`src/rtl/pwm_audio_rx.sv`:
```
// PWM audio receiver: measures high time per PWM frame and queues the recovered samples.
// Optional two-frame averaging is enabled with the PWM_AUDIO_RX_AVG_EN macro.
module pwm_audio_rx #(
  parameter int PERIOD_CLKS = 256,
  parameter int SAMPLE_W    = 8,
  parameter int FIFO_DEPTH  = 4
) (
  input  logic                CLK100MHZ,
  input  logic                BTNC,
  input  logic                pwm_in,
  input  logic                sample_ready,
  output logic [SAMPLE_W-1:0] sample_data,
  output logic                sample_valid,
  output logic                locked,
  output logic                overflow
);
  localparam int FW   = $clog2(PERIOD_CLKS);
  localparam int HW   = $clog2(PERIOD_CLKS + 1);
  localparam int AW   = $clog2(FIFO_DEPTH);
  localparam int MAXS = (1 << SAMPLE_W) - 1;
  localparam logic [FW-1:0] FRM_LAST = FW'(PERIOD_CLKS - 1);

  typedef enum logic [1:0] {HUNT = 2'd0, TRACK = 2'd1, RESYNC = 2'd2} state_t;

  state_t              state;
  logic                s1, s, s_d;
  logic [FW-1:0]       frm_cnt;
  logic [HW-1:0]       hi_cnt;
  logic [HW-1:0]       final_cnt;
  logic [SAMPLE_W-1:0] sat;
  logic [SAMPLE_W-1:0] push_val;
  logic                rise, misalign, frame_end;
  logic [SAMPLE_W-1:0] mem [FIFO_DEPTH];
  logic [AW:0]         wp, rp;
  logic                empty, full, pop, push_ok;

  // Two-flop synchronizer plus a delay flop for edge detection
  always_ff @(posedge CLK100MHZ) begin
    if (BTNC) begin
      s1  <= 1'b0;
      s   <= 1'b0;
      s_d <= 1'b0;
    end else begin
      s1  <= pwm_in;
      s   <= s1;
      s_d <= s;
    end
  end

  assign rise      = s & ~s_d;
  assign misalign  = (state == TRACK) && rise && (frm_cnt != '0);
  assign frame_end = (state != HUNT) && !misalign && (frm_cnt == FRM_LAST);
  assign final_cnt = hi_cnt + HW'(s);

  // Saturate the frame's high count into the sample range
  always_comb begin
    sat = '0;
    if (32'(final_cnt) > 32'(MAXS)) begin
      sat = SAMPLE_W'(MAXS);
    end else begin
      sat = SAMPLE_W'(final_cnt);
    end
  end

`ifdef PWM_AUDIO_RX_AVG_EN
  logic [SAMPLE_W-1:0] prev;
  logic [SAMPLE_W:0]   avg_sum;

  assign avg_sum  = {1'b0, sat} + {1'b0, prev} + {{SAMPLE_W{1'b0}}, 1'b1};
  assign push_val = avg_sum[SAMPLE_W:1];

  // prev restarts from zero whenever alignment is (re)acquired
  always_ff @(posedge CLK100MHZ) begin
    if (BTNC || state == HUNT || misalign) begin
      prev <= '0;
    end else if (frame_end) begin
      prev <= sat;
    end else begin
      prev <= prev;
    end
  end
`else
  assign push_val = sat;
`endif

  // Frame alignment FSM with frame and high-time counters
  always_ff @(posedge CLK100MHZ) begin
    if (BTNC) begin
      state   <= HUNT;
      locked  <= 1'b0;
      frm_cnt <= '0;
      hi_cnt  <= '0;
    end else begin
      case (state)
        HUNT: begin
          if (rise) begin
            state   <= TRACK;
            locked  <= 1'b1;
            frm_cnt <= FW'(1);
            hi_cnt  <= HW'(1);
          end else begin
            state   <= HUNT;
            locked  <= 1'b0;
            frm_cnt <= '0;
            hi_cnt  <= '0;
          end
        end
        TRACK, RESYNC: begin
          if (misalign) begin
            // the misaligned rise is cycle 0 of the new frame
            state   <= RESYNC;
            locked  <= 1'b0;
            frm_cnt <= FW'(1);
            hi_cnt  <= HW'(1);
          end else if (frame_end) begin
            state   <= TRACK;
            locked  <= 1'b1;
            frm_cnt <= '0;
            hi_cnt  <= '0;
          end else begin
            state   <= TRACK;
            locked  <= 1'b1;
            frm_cnt <= frm_cnt + FW'(1);
            hi_cnt  <= final_cnt;
          end
        end
        default: begin
          state   <= HUNT;
          locked  <= 1'b0;
          frm_cnt <= '0;
          hi_cnt  <= '0;
        end
      endcase
    end
  end

  assign empty   = (wp == rp);
  assign full    = (wp[AW] != rp[AW]) && (wp[AW-1:0] == rp[AW-1:0]);
  assign pop     = ~empty & sample_ready;
  assign push_ok = frame_end && (!full || pop);

  // Output FIFO with sticky overflow on a dropped push
  always_ff @(posedge CLK100MHZ) begin
    if (BTNC) begin
      wp       <= '0;
      rp       <= '0;
      overflow <= 1'b0;
      for (int i = 0; i < FIFO_DEPTH; i++) mem[i] <= '0;
    end else begin
      if (push_ok) begin
        mem[wp[AW-1:0]] <= push_val;
        wp              <= wp + (AW+1)'(1);
      end
      if (pop) begin
        rp <= rp + (AW+1)'(1);
      end
      if (frame_end && full && !pop) begin
        overflow <= 1'b1;
      end
    end
  end

  assign sample_valid = ~empty;
  assign sample_data  = mem[rp[AW-1:0]];
endmodule

```
`config.mk`:
```
export PLATFORM = sky130hd
export DESIGN_NAME = pwm_audio_rx
export DESIGN_NICKNAME = d
export VERILOG_FILES = /design/src/rtl/pwm_audio_rx.sv
export SDC_FILE = /design/constraint.sdc
export NUM_CORES = 1
export LEC_CHECK = 0
export ABC_AREA = 1
export ABC_CLOCK_PERIOD_IN_PS = 2200
export CORE_ASPECT_RATIO = 1.5
export CORE_MARGIN = 2
export CORE_UTILIZATION = 45
export DETAILED_ROUTE_END_ITERATION = 16
export PLACE_DENSITY = 0.73
export SYNTH_ARGS = -nofsm -noshare
export SYNTH_HDL_FRONTEND = slang
export SYNTH_SLANG_ARGS = --single-unit
```
`constraint.sdc`:
```
create_clock -name CLK100MHZ -period 2.2 [get_ports CLK100MHZ]
set_input_delay 0.22 -clock CLK100MHZ [delete_from_list [all_inputs] [get_ports CLK100MHZ]]
set_output_delay 0.22 -clock CLK100MHZ [all_outputs]
set_load 0.01 [all_outputs]
```
* Yosys cells after proc, flatten, opt, wreduce, memory -nomap -nowiden
Memory sizes are Yosys's and may differ from the RTL's. A register that Yosys moved wholly into a read port is not among the register bits.
Cells that the tools add are included.
** Word-level totals
- Bits in registers :: 30
- Latch bits :: 0
- Memory bits (writable) :: 32
- Bits in read-only memories :: 0
- Input bits :: 4
- Word-level logic and storage cells :: 68
- Memories kept :: 1
** Memories
- mem :: words 4, bits a word 8, rd ports 1, clocked after Yosys merged registers in 1, wr ports 4, line 33 : logic [SAMPLE_W-1:0] mem [FIFO_DEPTH];
** Cells by class
- Add/sub/neg operators :: 4
- Multiply operators :: 0
- Div/mod/pow operators :: 0
- Order comparisons :: 1
- Equal/unequal tests :: 6
- Shifts and indexed selects :: 0
- Muxes and demuxes :: 25
- Bitwise operators :: 4
- Reduce and logical (&&, ||, !) cells :: 17
** Operator list (count)
- $mux 8 :: 4
- $mux 9 :: 2
- $pmux 9 s2 :: 1
- $pmux 8 s2 :: 1
- $mux 1 :: 11
- $add 9x1->9 :: 1
- $gt 9x8->1 const B :: 1
- $add 8x1->8 const B :: 1
- $eq 8x8->1 const B :: 1
- $logic_and 1x1->1 :: 8
- $mux 2 :: 4
- $reduce_bool 8->1 :: 1
- $reduce_or 8->1 :: 1
- $add 3x1->3 const B :: 2
- $pmux 2 s2 :: 1
- $eq 3x3->1 :: 1
- $logic_not 1->1 :: 3
- $and 1x1->1 :: 2
- $eq 2x1->1 const B :: 1
- $eq 2x2->1 :: 1
- $eq 2x2->1 const B :: 1
- $logic_not 2->1 :: 1
- $not 1->1 :: 2
- $pmux 1 s2 :: 1
- 4 further kinds :: 4

* Logic depth before layout (Yosys ltp)
- Word-level depth :: 13
- Gate-level depth with buffers :: 11
- Gate-level depth less buffers :: 11

* Worst setup path after synthesis
No wires, ideal clock.
- Kind :: register -> register
- Start point :: register state[0]
- End point :: memory mem[3][0], enable pin
- Arrival :: 1635 ps
- Setup slack :: 195 ps
- Stages on the path, launching flop included :: 8
- Period minus slack after synthesis :: 2005 ps
- Cell sequence :: dfxtp_1 -> inv_1 -> ha_1 -> nor2_1 -> nand3_4 -> nor2_8 -> a21oi_1 -> nor2_1
** RTL lines
- start: declaration :: line 25 : state_t state;
- start signal: assignment :: line 89 : state <= HUNT;
- start signal: assignment :: line 97 : state <= TRACK;
- start signal: assignment :: line 102 : state <= HUNT;
- end: declaration :: line 33

==> out/metrics.csv <==
stage,metric,value,unit
clock_network,cts_hold_buf,0,
global_route,antenna_found_initial,0,
routing,vias,2214,
sta,fin_hold_ws,0.408,ns
setup_path,max_stage_delay,0.55,ns
clock_network,cts_inserted_buffers,9,
setup_path,crit_family,buffers and inverters,
synthesis,yosysWarnings,0,
clock_network,clk_latency,0.33,ns
synthesis,synth_common_cells,"nor2_1 (99), nand2_1 (38), inv_1 (35)",
setup_path,worstPathRequired,1.98,ns
floorplanning,ios,15,
flow_run,maxCapViolations,0,
placed_design,post-place-ws,0.0264,ns
sta,setup_viol,0,
synthesis,syn_area_per_cell,8.86,µm²
sta,hold_violations,0,
setup_path,rr_endpoint,mem[0][1],
routing,drt_iter0_drc,75,
layout,area_growth_syn_to_layout,19.3,%
clock_network,cts.sinks,63,
clock_network,clkTransAtPathRegs,0.07,ns
pwr,total_power,2.57,mW
sta,timing.setup.tns,0,ns
routing,viasPerCell,5.03,
setup_path,path_buf_inv,2,
layout,final_util,56.0,%
pwr,pwr-share-comb,8.6,%
hold_path,hold_end,s,
setup_path,cp.arrival,1.88,ns
pwr,p_clk_share,40.9,%
synthesis,ys_seq_elements,63,
sta,fmax,477,MHz
hold_path,whs_path_depth,2,
sta,maxSlewHeadroom,68.0,%
synthesis,syn_nets,340,
layout,n_fill_cell,555,
clock_network,post_cts_buffers,0,
sta,tightest_slew,0.475,ns
routing,drc,0,
setup_path,worstSetupPathType,reg -> out,
synthesis,ys_types,29,
synthesis,synth_edf_count,32,
layout,diodes,0,
sta,drv_slew,0,
routing,finalWirelength,5850,µm
floorplanning,std_cell_rows,35,
synthesis,yosys.cell_count.top_type,nor2_1,
global_route,grt_pass1_wl,9780,µm
global_route,grt_pass1_vias,2227,
outcome,status,finished clean,
pwr,p_switching,563,µW
synthesis,synth-seq-area-share,54.6,%
pwr,power_frac_seq,50.5,%
sta,setup_ws,0.104,ns
sta,skew,0.00632,ns
synthesis,async_flop_share,0,%
clock_network,htreeDepth,3,
floorplanning,fp.coreArea,6170,µm²
floorplanning,die_w,69.5,µm
sta,post-route-period-util,95.3,%
sta,post-route-min-period,2.10,ns
setup_path,r2r_cells,9,
routing,detail-route-antenna-nets,0,
pwr,intPower,2.01,mW
synthesis,synth_top_area_cell,edfxtp_1,
pwr,vdd_drop_max,0.491,mV
routing,post_drt_wl_per_cell,13.3,µm
layout,fin_area,3460,µm²
synthesis,synth_top_area_share,33.2,%
setup_path,crit_fanout,12,
hold_path,hold_path_class,reg -> reg,
setup_path,startpoint_type,flip-flop,
layout,fin_nets,374,
pwr,p_per_area,744,nW/µm²
pwr,power.leakage,1.30,nW
synthesis,syn_inst,327,
global_route,grt_max_degree,17,
layout,fin_cells,440,
pwr,switching_share,21.9,%
global_route,grt-ovfl-total,0,
setup_path,worst_setup_path_end_kind,primary output,
clock_network,clock_path_buffers,2,
setup_path,reg2reg_from,s,
sta,rsz0062_at_grt,no,
synthesis,synthTopCellsByArea,"edfxtp_1 (33%), dfxtp_1 (21%), nor2_1 (13%)",
placed_design,gp_congestion,0.896,
synthesis,netlist_area,2900,µm²
clock_network,cts_tree,done,
setup_path,cp_slowest_cell,clkdlybuf4s50_1,
clock_network,cts_root_buf,clkbuf_8,
floorplanning,die_y,102,µm
synthesis,synth_flop_cell,edfxtp_1,
floorplanning,start_util,46.9,%
clock_network,cts-resized-gates,0,
layout,drive_above_1_share,12.8,%
placed_design,dp_hpwl,4570,µm
setup_path,path_cells,"buf_4, o21ai_0, o22ai_1, clkdlybuf4s50_1",
placed_design,dpl_cell_area,3200,µm²
hold_path,holdCritStartpoint,s1,
placed_design,portBuffers,14,
placed_design,dpl.cell_count,423,
routing,dr.pass1.iters,4,
global_route,grt_usage,18.0,%
setup_path,regToRegSetupSlack,0.18,ns
floorplanning,dieArea,7110,µm²
-- worst max path at each step --
stage	startpoint	to	slack [ns]	cells after the start
after global placement	frm_cnt[0]	mem[3][5]	0.11	9
final	flip-flop	sample_data[3]	0.10	4
after floorplan	state[0]	mem[3][0]	0.19	7
after detailed placement	frm_cnt[0]	mem[3][5]	0.03	9
after CTS	frm_cnt[0]	mem[3][1]	0.007	9
after global routing	frm_cnt[0]	mem[3][5]	0.003	9
-- kinds of logic (layout without fill, tap and decap cells) --
| logic type | count (synthesis) | after routing | share of synthesized area (%) |
|---|---|---|---|
| DFF | 63 | 63 | 54.6 |
| xor gates and xnor gates | 10 | 10 | 3.02 |
| AOI/OAI and AO/OA | 39 | 39 | 7.21 |
| adders and majority gates | 9 | 9 | 3.89 |
| and+or+nand+nor | 164 | 164 | 25.7 |
| buffers and inverters | 42 | 81 | 5.61 |
-- routing by layer --
| metal | track usage [%] | wire length (µm) |
|---|---|---|
| met1 | 15.1 | 2000 |
| met2 | 36.3 | 3420 |
| met3 | 4.24 | 154 |
| met4 | 12.4 | 282 |
| met5 | 0 | 0 |
-- power by group through the flow --
| stage | clock [mW] | sequential, mW | combinational [mW] |
|---|---|---|---|
| finish | 1.05 | 1.30 | 0.221 |
| global route | 1.13 | 1.30 | 0.245 |
| CTS | 1.08 | 1.29 | 0.218 |
| detailed placement | 0 | 1.32 | 0.217 |
| global placement | 0 | 1.32 | 0.214 |
| floorplan | 0 | 1.31 | 0.119 |
-- cells in the final DEF (no fill, tap or decap), types with 2 or more instances in the layout --
cell             instances
nor2_1                  98
inv_1                   34
nand2_1                 34
edfxtp_1                32
dfxtp_1                 30
o21ai_0                 21
clkdlybuf4s50_1         14
buf_4                   13
nand3_1                  9
ha_1                     9
clkbuf_8                 9
o22ai_1                  8
xor2_1                   8
a21oi_1                  8
clkinvlp_4               4
nor3_1                   4
nand4_1                  3
nand4_4                  3
nand2_4                  3
inv_2                    2
xnor2_1                  2
nand2_2                  2
nor2_2                   2
bufinv_16                2
clkinv_2                 2
-- final cells by class --
type / count / area, µm² / share of cell area, %
inverters: 37 / 143 / 4.13
flip-flops and latches: 63 / 1580 / 45.8
clock buffers: 10 / 128 / 3.69
repair inverters: 1 / 7.51 / 0.217
multi-input cells: 222 / 1180 / 34.2
repair buffers: 27 / 238 / 6.88
clock inverters: 6 / 85.1 / 2.46
well taps: 74 / 92.6 / 2.68
-- registers in the layout, summed over array words and instances, names as in the netlist, named ones only --
name and count:
wp 3, s1 1, s 1, frm_cnt 8, rp 3, state 2
mem 32, overflow 1, hi_cnt 9, s_d 1
-- tightest hold or removal path, delay by kind of cell (launching register included) --
| family | cells | cell delay [ns] |
|---|---|---|
| buffers and inverters | 1 | 0.04 |
| AND/OR/NAND/NOR | 1 | 0.03 |
| flip-flops | 1 | 0.30 |
Power figures use the tool's default switching activity.
